--- src/rtl/snn_neuron_bank.sv ---
// snn_neuron_bank: per-neuron membrane accumulators with a sequential
// threshold/leak evaluation pass at the end of each timestep.

// One membrane register: saturating accumulate, or residue write-back.
module snn_neuron_cell #(
  parameter int WIDTH = 8
) (
  input  logic             clk,
  input  logic             reset,
  input  logic             acc_en,
  input  logic [WIDTH-1:0] psum,
  input  logic             wb_en,
  input  logic [WIDTH-1:0] wb_val,
  output logic [WIDTH-1:0] mem
);
  logic [WIDTH:0] sum;

  assign sum = {1'b0, mem} + {1'b0, psum};

  // accumulate (clamped at all-ones) during ACCUM, take residue during EVAL
  always_ff @(posedge clk) begin
    if (reset)       mem <= '0;
    else if (acc_en) mem <= sum[WIDTH] ? '1 : sum[WIDTH-1:0];
    else if (wb_en)  mem <= wb_val;
  end
endmodule

module snn_neuron_bank #(
  parameter int WIDTH       = 8,
  parameter int NUM_NEURONS = 4,
  parameter int THRESHOLD   = 64,
  parameter int LEAK        = 0,
  parameter int RESET_MODE  = 0,
  parameter int TS_WIDTH    = 4,
  localparam int IDW        = (NUM_NEURONS > 1) ? $clog2(NUM_NEURONS) : 1
) (
  input  logic                clk,
  input  logic                reset,
  input  logic                in_valid,
  output logic                in_ready,
  input  logic [IDW-1:0]      in_id,
  input  logic [WIDTH-1:0]    in_psum,
  input  logic                in_eot,
  output logic                out_valid,
  input  logic                out_ready,
  output logic [IDW-1:0]      out_id,
  output logic                out_spike,
  output logic [WIDTH-1:0]    out_residue,
  output logic [TS_WIDTH-1:0] out_ts,
  output logic                err
);
  localparam logic [WIDTH-1:0] THR    = WIDTH'(THRESHOLD);
  localparam logic [WIDTH-1:0] LK     = WIDTH'(LEAK);
  // one extra bit so the range check is meaningful for power-of-two banks
  localparam logic [IDW:0]     NN_EXT = (IDW+1)'(NUM_NEURONS);
  localparam logic [IDW-1:0]   LAST   = IDW'(NUM_NEURONS - 1);

  typedef enum logic {ACCUM, EVAL} state_t;

  state_t                            state;
  logic [IDW-1:0]                    idx;
  logic [TS_WIDTH-1:0]               ts;
  logic [NUM_NEURONS-1:0][WIDTH-1:0] mem;
  logic [WIDTH-1:0]                  mem_sel;
  logic [WIDTH-1:0]                  residue;
  logic                              fire;
  logic                              in_hs;
  logic                              out_hs;
  logic                              id_ok;

  assign in_ready  = (state == ACCUM);
  assign out_valid = (state == EVAL);
  assign out_id    = idx;
  assign out_ts    = ts;

  assign in_hs  = in_valid & in_ready;
  assign out_hs = out_valid & out_ready;
  assign id_ok  = {1'b0, in_id} < NN_EXT;

  assign mem_sel = mem[idx];
  assign fire    = (mem_sel >= THR);

  // residue: subtract/zero on fire, otherwise leak with a floor at zero
  always_comb begin
    residue = '0;
    if (fire)             residue = (RESET_MODE != 0) ? '0 : mem_sel - THR;
    else if (mem_sel > LK) residue = mem_sel - LK;
  end

  // results are masked outside EVAL so idle outputs read as zero
  assign out_spike   = out_valid & fire;
  assign out_residue = out_valid ? residue : '0;

  genvar g;
  generate
    for (g = 0; g < NUM_NEURONS; g++) begin : g_cell
      snn_neuron_cell #(.WIDTH(WIDTH)) u_cell (
        .clk    (clk),
        .reset  (reset),
        .acc_en (in_hs & id_ok & (in_id == IDW'(g))),
        .psum   (in_psum),
        .wb_en  (out_hs & (idx == IDW'(g))),
        .wb_val (residue),
        .mem    (mem[g])
      );
    end
  endgenerate

  // control: accumulate until eot, then walk idx through every neuron
  always_ff @(posedge clk) begin
    if (reset) begin
      state <= ACCUM;
      idx   <= '0;
      ts    <= '0;
      err   <= 1'b0;
    end else begin
      case (state)
        ACCUM: if (in_hs) begin
          if (!id_ok) err <= 1'b1;
          if (in_eot) begin
            idx   <= '0;
            state <= EVAL;
          end
        end
        EVAL: if (out_hs) begin
          if (idx == LAST) begin
            idx   <= '0;
            ts    <= ts + TS_WIDTH'(1);
            state <= ACCUM;
          end else begin
            idx <= idx + IDW'(1);
          end
        end
        default: state <= ACCUM;
      endcase
    end
  end
endmodule

--- config.mk ---
export PLATFORM = sky130hd
export DESIGN_NAME = snn_neuron_bank
export DESIGN_NICKNAME = d
export VERILOG_FILES = /design/src/rtl/snn_neuron_bank.sv
export SDC_FILE = /design/constraint.sdc
export NUM_CORES = 1
export LEC_CHECK = 0
export CORE_AREA = 2 2 97 99
export DETAILED_ROUTE_END_ITERATION = 8
export DIE_AREA = 0 0 99 101
export GPL_ROUTABILITY_DRIVEN = 0
export GPL_TIMING_DRIVEN = 1
export PLACE_DENSITY_LB_ADDON = 0.1
export SLEW_MARGIN = 20
export SYNTH_ARGS = -nofsm -noshare
export SYNTH_HDL_FRONTEND = slang
export SYNTH_SLANG_ARGS = --single-unit
--- constraint.sdc ---
create_clock -name clk -period 6.15 [get_ports clk]
set_clock_uncertainty 0.2 [all_clocks]
set_input_delay 1.23 -clock clk [delete_from_list [all_inputs] [get_ports clk]]
set_output_delay 1.23 -clock clk [all_outputs]
set_load 0.02 [all_outputs]
==> results of run 1 <==
==> worst reg2reg max path: cells and delay by family, from the launching register on <==
family / cells / cell delay (ns)
and+or+nand+nor: 2 / 0.48
DFF: 1 / 0.71
muxes: 1 / 0.69
AOI/OAI and AO/OA: 3 / 0.82
==> metal layers <==
metal | vias up | routed length, µm
li1 | 1596 | -
met1 | 1573 | 4763
met2 | 95 | 4610
met3 | 15 | 490
met4 | 0 | 143
met5 | - | 0
==> how the worst max path moves through the flow <==
stage | startpoint | endpoint | slack [ns]
after floorplan | out_id[0] | out_residue[7] | 2.50
after global placement | out_id[0] | out_residue[6] | 1.78
after detailed placement | out_id[0] | out_residue[6] | 1.69
after CTS | out_id[0] | out_residue[6] | 1.33
after global routing | out_id[0] | out_residue[6] | 1.19
final | out_id[0] | out_residue[6] | 1.37
==> flip-flops by register name, indices dropped and copies added, names as in the netlist <==
signal             flops
out_id                 2
out_ts                 4
g_cell.u_cell.mem     32
out_valid              1
==> synthesized netlist by cell type, types with 4 or more instances <==
library cell  count
and2_1            7
nor2_1           38
a211oi_1          7
fa_1              4
buf_4             4
xor2_1           13
xnor2_1           8
a22oi_1           5
a21o_1            8
o21bai_1          4
a211o_1           4
ha_1             39
mux4_1            5
nand2_1          35
a221oi_1         16
nor3_1            8
dfxtp_1          39
inv_1            22
and3_1            7
clkbuf_1          8
a31oi_1           6
o21ai_0          14
a21oi_1          52
nand3_1           7
mux2i_1          10
==> through the flow <==
stage          hold WS (ns)  power (mW)
2_1_floorplan        0.2457      0.4223
3_3_place_gp         0.2827      0.4778
3_5_place_dp         0.2951      0.4809
4_1_cts              0.3054      0.7145
5_1_grt              0.3479      0.7520
6_report             0.3096      0.7106
==> area by class of cell <==
type / instances / area [µm²] / area share (%)
clock buffer: 6 / 82.58 / 2.084
clock inverter: 2 / 35.03 / 0.8841
inverter: 22 / 82.58 / 2.084
multi-input combinational: 337 / 2517 / 63.53
sequential: 39 / 780.7 / 19.70
tap: 111 / 138.9 / 3.505
timing repair buffer: 33 / 325.3 / 8.210
==> power by group through the flow <==
stage          Sequential (mW)  Clock [mW]  Combinational [mW]
6_report                 0.280       0.234               0.197
3_3_place_gp             0.285           0               0.193
5_1_grt                  0.281       0.251               0.220
2_1_floorplan            0.278           0               0.144
3_5_place_dp             0.285           0               0.196
4_1_cts                  0.279       0.238               0.197
==> cells by family after synthesis <==
family | synth area share (%)
AO/OA/AOI/OAI | 25.38
XOR/XNOR | 5.315
adder cells (fa/ha/maj) | 16.41
buffers and inverters | 4.700
flip-flops | 22.56
multiplexers | 8.641
other | 0.1084
AND/OR/NAND/NOR | 16.88
==> metrics.md, run 1 <==
| Metric | Value |
|---|---|
| # Max-Cap Violations | `0` |
| Post-layout util | `44.14%` |
| Commonest cells after routing, fill and taps aside | `a21oi_1 (52), ha_1 (39), dfxtp_1 (39)` |
| Die Width | `just under 100 µm` |
| Global-route wire length before repair | `16.44 mm` |
| Psw | `roughly 230 µW` |
| Ys async rst share | `0%` |
| Area share of the largest cell type after synthesis | `22.56%` |
| Post-DR wirelength/cell | `18.19 µm` |
| Period utilisation layout | `between 70% and 80%` |
| CP bufs+invs | `1` |
| GR Layer Usage met1 | `28.74%` |
| Final Net Count | `~500` |
| Num CTS Buffers | `5` |
| Core Rows | `35` |
| CTS resizes | `0` |
| Initial Utilization | `around two fifths` |
| Post-synth EDFFs | `0` |
| Slew @ Worst Pin | `around 0.83 ns` |
| Yosys cell types | `52` |
| DR pass1 iterations | `4` |
| Clock Power Share | `32.9%` |
| Vias in the first global route | `around 3100` |
| Hold_buf cts | `0` |
| Element type at the critical path end | `output port` |
| Critical path, cell by cell | `mux4_2 -> nor4_4 -> a31oi_1 -> o22ai_2 -> and2_1 -> clkdlybuf4s50_1` |
| Total Routing Usage GR | `20.62%` |
| Worst Hold Path EP | `g_cell[1].u_cell.mem[0]` |
| Pwr dens | `about 180 nW/µm²` |
| Share of layout cells above drive strength 1 | `approximately 5.2%` |
| Die H | `just over 100 µm` |
| ANT nets after route | `0` |
| Final setup violating endpoints | `0` |
| Synth area leaders | `dfxtp_1 (23%), ha_1 (14%), a21oi_1 (7.5%)` |
| Worst path arrival time | `3.35 ns` |
| CTS max path bufs | `2` |
| Met2 usage | `around a third` |
| R2R Setup Slk | `between 3 and 4 ns` |
| Clock sink count | `39` |
| Gr ovfl total | `0` |
| Hold depth | `2` |
| Finished Cell Area | `around 4000 µm²` |
| Clk_lat worst skew | `about 0.30 ns` |
| Total number of vias | `about 3300` |
| Critical path fanouts, max | `13` |
| Startpoint Class | `register` |
| Final HPWL DP | `between 7 and 8 mm` |
| Run status | `finished, final reports clean` |
| CP Depth | `6` |
| Dpl cell area | `approximately 3800 µm²` |
| Post-Synthesis Net Count | `roughly 470` |
| Largest vdd supply drop | `0.07559 mV` |
| H-tree depth | `2` |
| Crit path max-delay family | `flip-flops` |
| Sequential share of power | `slightly below 40%` |
| Initial antenna violation count | `0` |
| Sw Ratio | `between 30% and 40%` |
| Cells on worst reg2reg path | `6` |
| Combinational share of power | `27.7%` |
| CP Class | `reg -> out` |
| P&R area growth vs syn | `14.50%` |
| Average size of a mapped cell | `about 8.4 µm²` |
| Vias per std cell | `5.962` |
| Core Box Area | `around 9000 µm²` |
| Placed cell count | `about 540` |
| Pin count of the biggest net entering global routing | `between 40 and 50` |
| Final std cells w/o fill | `between 500 and 600` |
| Synth Instances | `about 410` |
| Post-synthesis sequential area ratio | `22.56%` |
| Drt total wl | `about 10 mm` |
| Worst Hold Launch | `g_cell[1].u_cell.mem[0]` |
| Internal power | `479.9 µW` |
| Min cycle time layout | `around 4.8 ns` |
| Iter 0 DRT Violations | `approximately 200` |
| Worst slack at placement | `approximately 1.7 ns` |
| Yosys warnings | `0` |
| Mapped Area | `3461 µm²` |
| ANT cells | `0` |
| Hold Path Class | `reg -> reg` |
| Slew Limit Headroom | `44.38%` |
| Buffers on Ports | `31` |
| Synthesis-stage register bit count | `39` |
| Sum of negative setup slack | `0 ns` |
| I/O pins | `33` |
| Leakage | `around 1.7 nW` |
| Max-slew violation count | `0` |
| Final worst setup slack | `about 1.4 ns` |
| Critical path's slowest cell | `dfxtp_1` |
| CTS tree | `built` |
| FMAX | `209.1 MHz` |
| RSZ-0062 raised after global routing | `no` |
| Primary FF master, synth | `dfxtp_1` |
| Busiest layer in global routing | `met2` |
| Largest stage delay, worst path | `approximately 0.71 ns` |
| Synth area leader | `dfxtp_1` |
| DRC viols | `0` |
| Worst r2r src | `out_id[0]` |
| Most common cell after layout, fill and taps aside | `a21oi_1` |
| Clock slew at reported path FFs | `0.09 ns` |
| Final hold violations | `0` |
| Root buffer cell | `clkbuf_8` |
| CP required | `4.72 ns` |
| DIE AREA | `roughly 10000 µm²` |
| Reg-to-reg endpoint | `g_cell[2].u_cell.mem[7]` |
| Fillers | `873` |
| Met3 Resource Use GR | `3.121%` |
| Post-CTS setup buffer count | `0` |
Note: power is estimated with default switching activity, not from simulation.
==> run 2: changes to the inputs <==
- clock period: 6.15 -> 3.86 ns (I/O delays scaled with it)
==> metrics.md, run 2 (synthesis gave the netlist of run 1 again) <==
| Metric | Value |
|---|---|
| Clock sink count | `39` |
| Root buffer cell | `clkbuf_8` |
| ANT nets after route | `0` |
| H-tree depth | `2` |
| Final setup violating endpoints | `0` |
| Element type at the critical path end | `output port` |
| RSZ-0062 raised after global routing | `no` |
| Worst Hold Launch | `out_ts[1]` |
| Hold Slack | `roughly 0.31 ns` |
| Most common cell after layout, fill and taps aside | `a21oi_1` |
| Tot Pwr | `between 1 and 1.5 mW` |
| Pin count of the biggest net entering global routing | `19` |
| Initial Utilization | `approximately two fifths` |
| Critical path fanouts, max | `6` |
| DR pass1 iterations | `5` |
| Slew @ Worst Pin | `between 0.6 and 0.7 ns` |
| Period utilisation layout | `between 90% and 100%` |
| CP Class | `reg -> out` |
| Num CTS Buffers | `5` |
| Iter 0 DRT Violations | `249` |
| Buffers on Ports | `31` |
| Commonest cells after routing, fill and taps aside | `a21oi_1 (52), ha_1 (39), nor2_1 (38)` |
| DIE AREA | `between 9000 and 10000 µm²` |
| Min cycle time layout | `between 3 and 4 ns` |
| Core Rows | `35` |
| Final Net Count | `511` |
| Vias per std cell | `slightly below 6` |
| Share of layout cells above drive strength 1 | `8.811%` |
| Clock slew at reported path FFs | `0.08 ns` |
| FMAX | `278.5 MHz` |
| Run status | `finished, final reports clean` |
| Global-route wire length before repair | `between 15 and 20 mm` |
| I/O pins | `33` |
| Die H | `between 100 and 150 µm` |
| DRC viols | `0` |
| Worst r2r src | `out_id[0]` |
| Total number of vias | `3328` |
| Finished Cell Area | `slightly above 4000 µm²` |
| Final hold violations | `0` |
| Gr ovfl total | `0` |
| Slew Limit Headroom | `a little under three fifths` |
| Largest vdd supply drop | `0.1391 mV` |
| Total Routing Usage GR | `20.62%` |
| Leakage | `between 1.5 and 2 nW` |
| CP required | `between 2 and 3 ns` |
| Final HPWL DP | `roughly 8.2 mm` |
| Clk_lat worst skew | `slightly above 0.3 ns` |
| Dpl cell area | `3958 µm²` |
| Number of flip-flops in the largest register | `32` |
| Vias in the first global route | `a little over 3000` |
| CTS max path bufs | `2` |
| Worst path arrival time | `approximately 2.6 ns` |
| Post-DR wirelength/cell | `between 15 and 20 µm` |
| Biggest register | `g_cell.u_cell.mem` |
| Sum of negative setup slack | `0 ns` |
| Startpoint Class | `register` |
| Max-slew violation count | `0` |
| Hold Path Class | `reg -> reg` |
| Crit path from | `out_id[0]` |
| Core Box Area | `around 9000 µm²` |
| Drt total wl | `approximately 10 mm` |
| Die Width | `around 99 µm` |
| # Max-Cap Violations | `0` |
| Pwr dens | `roughly 260 nW/µm²` |
| Initial antenna violation count | `0` |
| P&R area growth vs syn | `16.99%` |
| CTS tree | `built` |
| ANT cells | `0` |
[run 2: cell types whose count changed in the layout (fill, tap and decap cells not counted), sizes merged]
cell	previous run	this run
dlymetal6s2s	0	2
clkdlybuf4s50	31	29
clkinvlp	0	1
bufinv	1	0
buf	2	17
[run 2: worst max-delay path, stage by stage (launching register included)]
cell and delay, ns:
dfxtp_2 0.42, mux4_2 0.57, nor4_4 0.40, a31oi_1 0.18, nor2_1 0.13, clkdlybuf4s50_1 0.62
[run 2: final timing paths]
path | end | slack [ns] | depth (start not counted)
worst max-delay path | out_spike | 0.27 | 5
worst min register to register | out_ts[1] | 0.31 | 2
worst min-delay path | out_ts[1] | 0.31 | 2
worst max register to register | g_cell[2].u_cell.mem[7] | 1.26 | 6
[run 2: cell type report]
cell class              instances  area, µm²
well taps                     111      138.9
fillers                       901       4928
inverters                      22      82.58
clock inverters                 2      12.51
repair buffers                 48      442.9
clock buffers                   6      72.57
multi-input cells             337       2514
flip-flops and latches         39      785.8
[run 2: stage by stage]
stage	setup slack [ns]	std cells	utilization (%)
finish	0.2696	565	45.10
global route	0.1690	565	45.10
CTS	0.01800	565	45.06
detailed placement	0.2306	557	44.08
global placement	0.3329	557	44.08
floorplan	0.6652	413	-
[run 2: per-layer routing]
| layer | global-route usage (%) | vias up | wire length [µm] |
|---|---|---|---|
| met1 | 27.75 | 1610 | 4659 |
| met5 | 0 | - | 0 |
| li1 | - | 1627 | - |
| met3 | 3.745 | 14 | 496 |
| met2 | 33.94 | 77 | 4759 |
| met4 | 5.901 | 0 | 216 |
[run 2: power breakdown]
part	internal [mW]	switching, mW	leakage [nW]	total [mW]
combinational	0.144	0.182	1.39	0.327
sequential	0.420	0.0247	0.319	0.445
clock	0.127	0.170	0.0412	0.297
[run 2: timing repair]
action	in CTS	in global routing
resized for setup	2	4
setup endpoints to repair	2	2
hold buffers	0	0
setup buffers	0	0
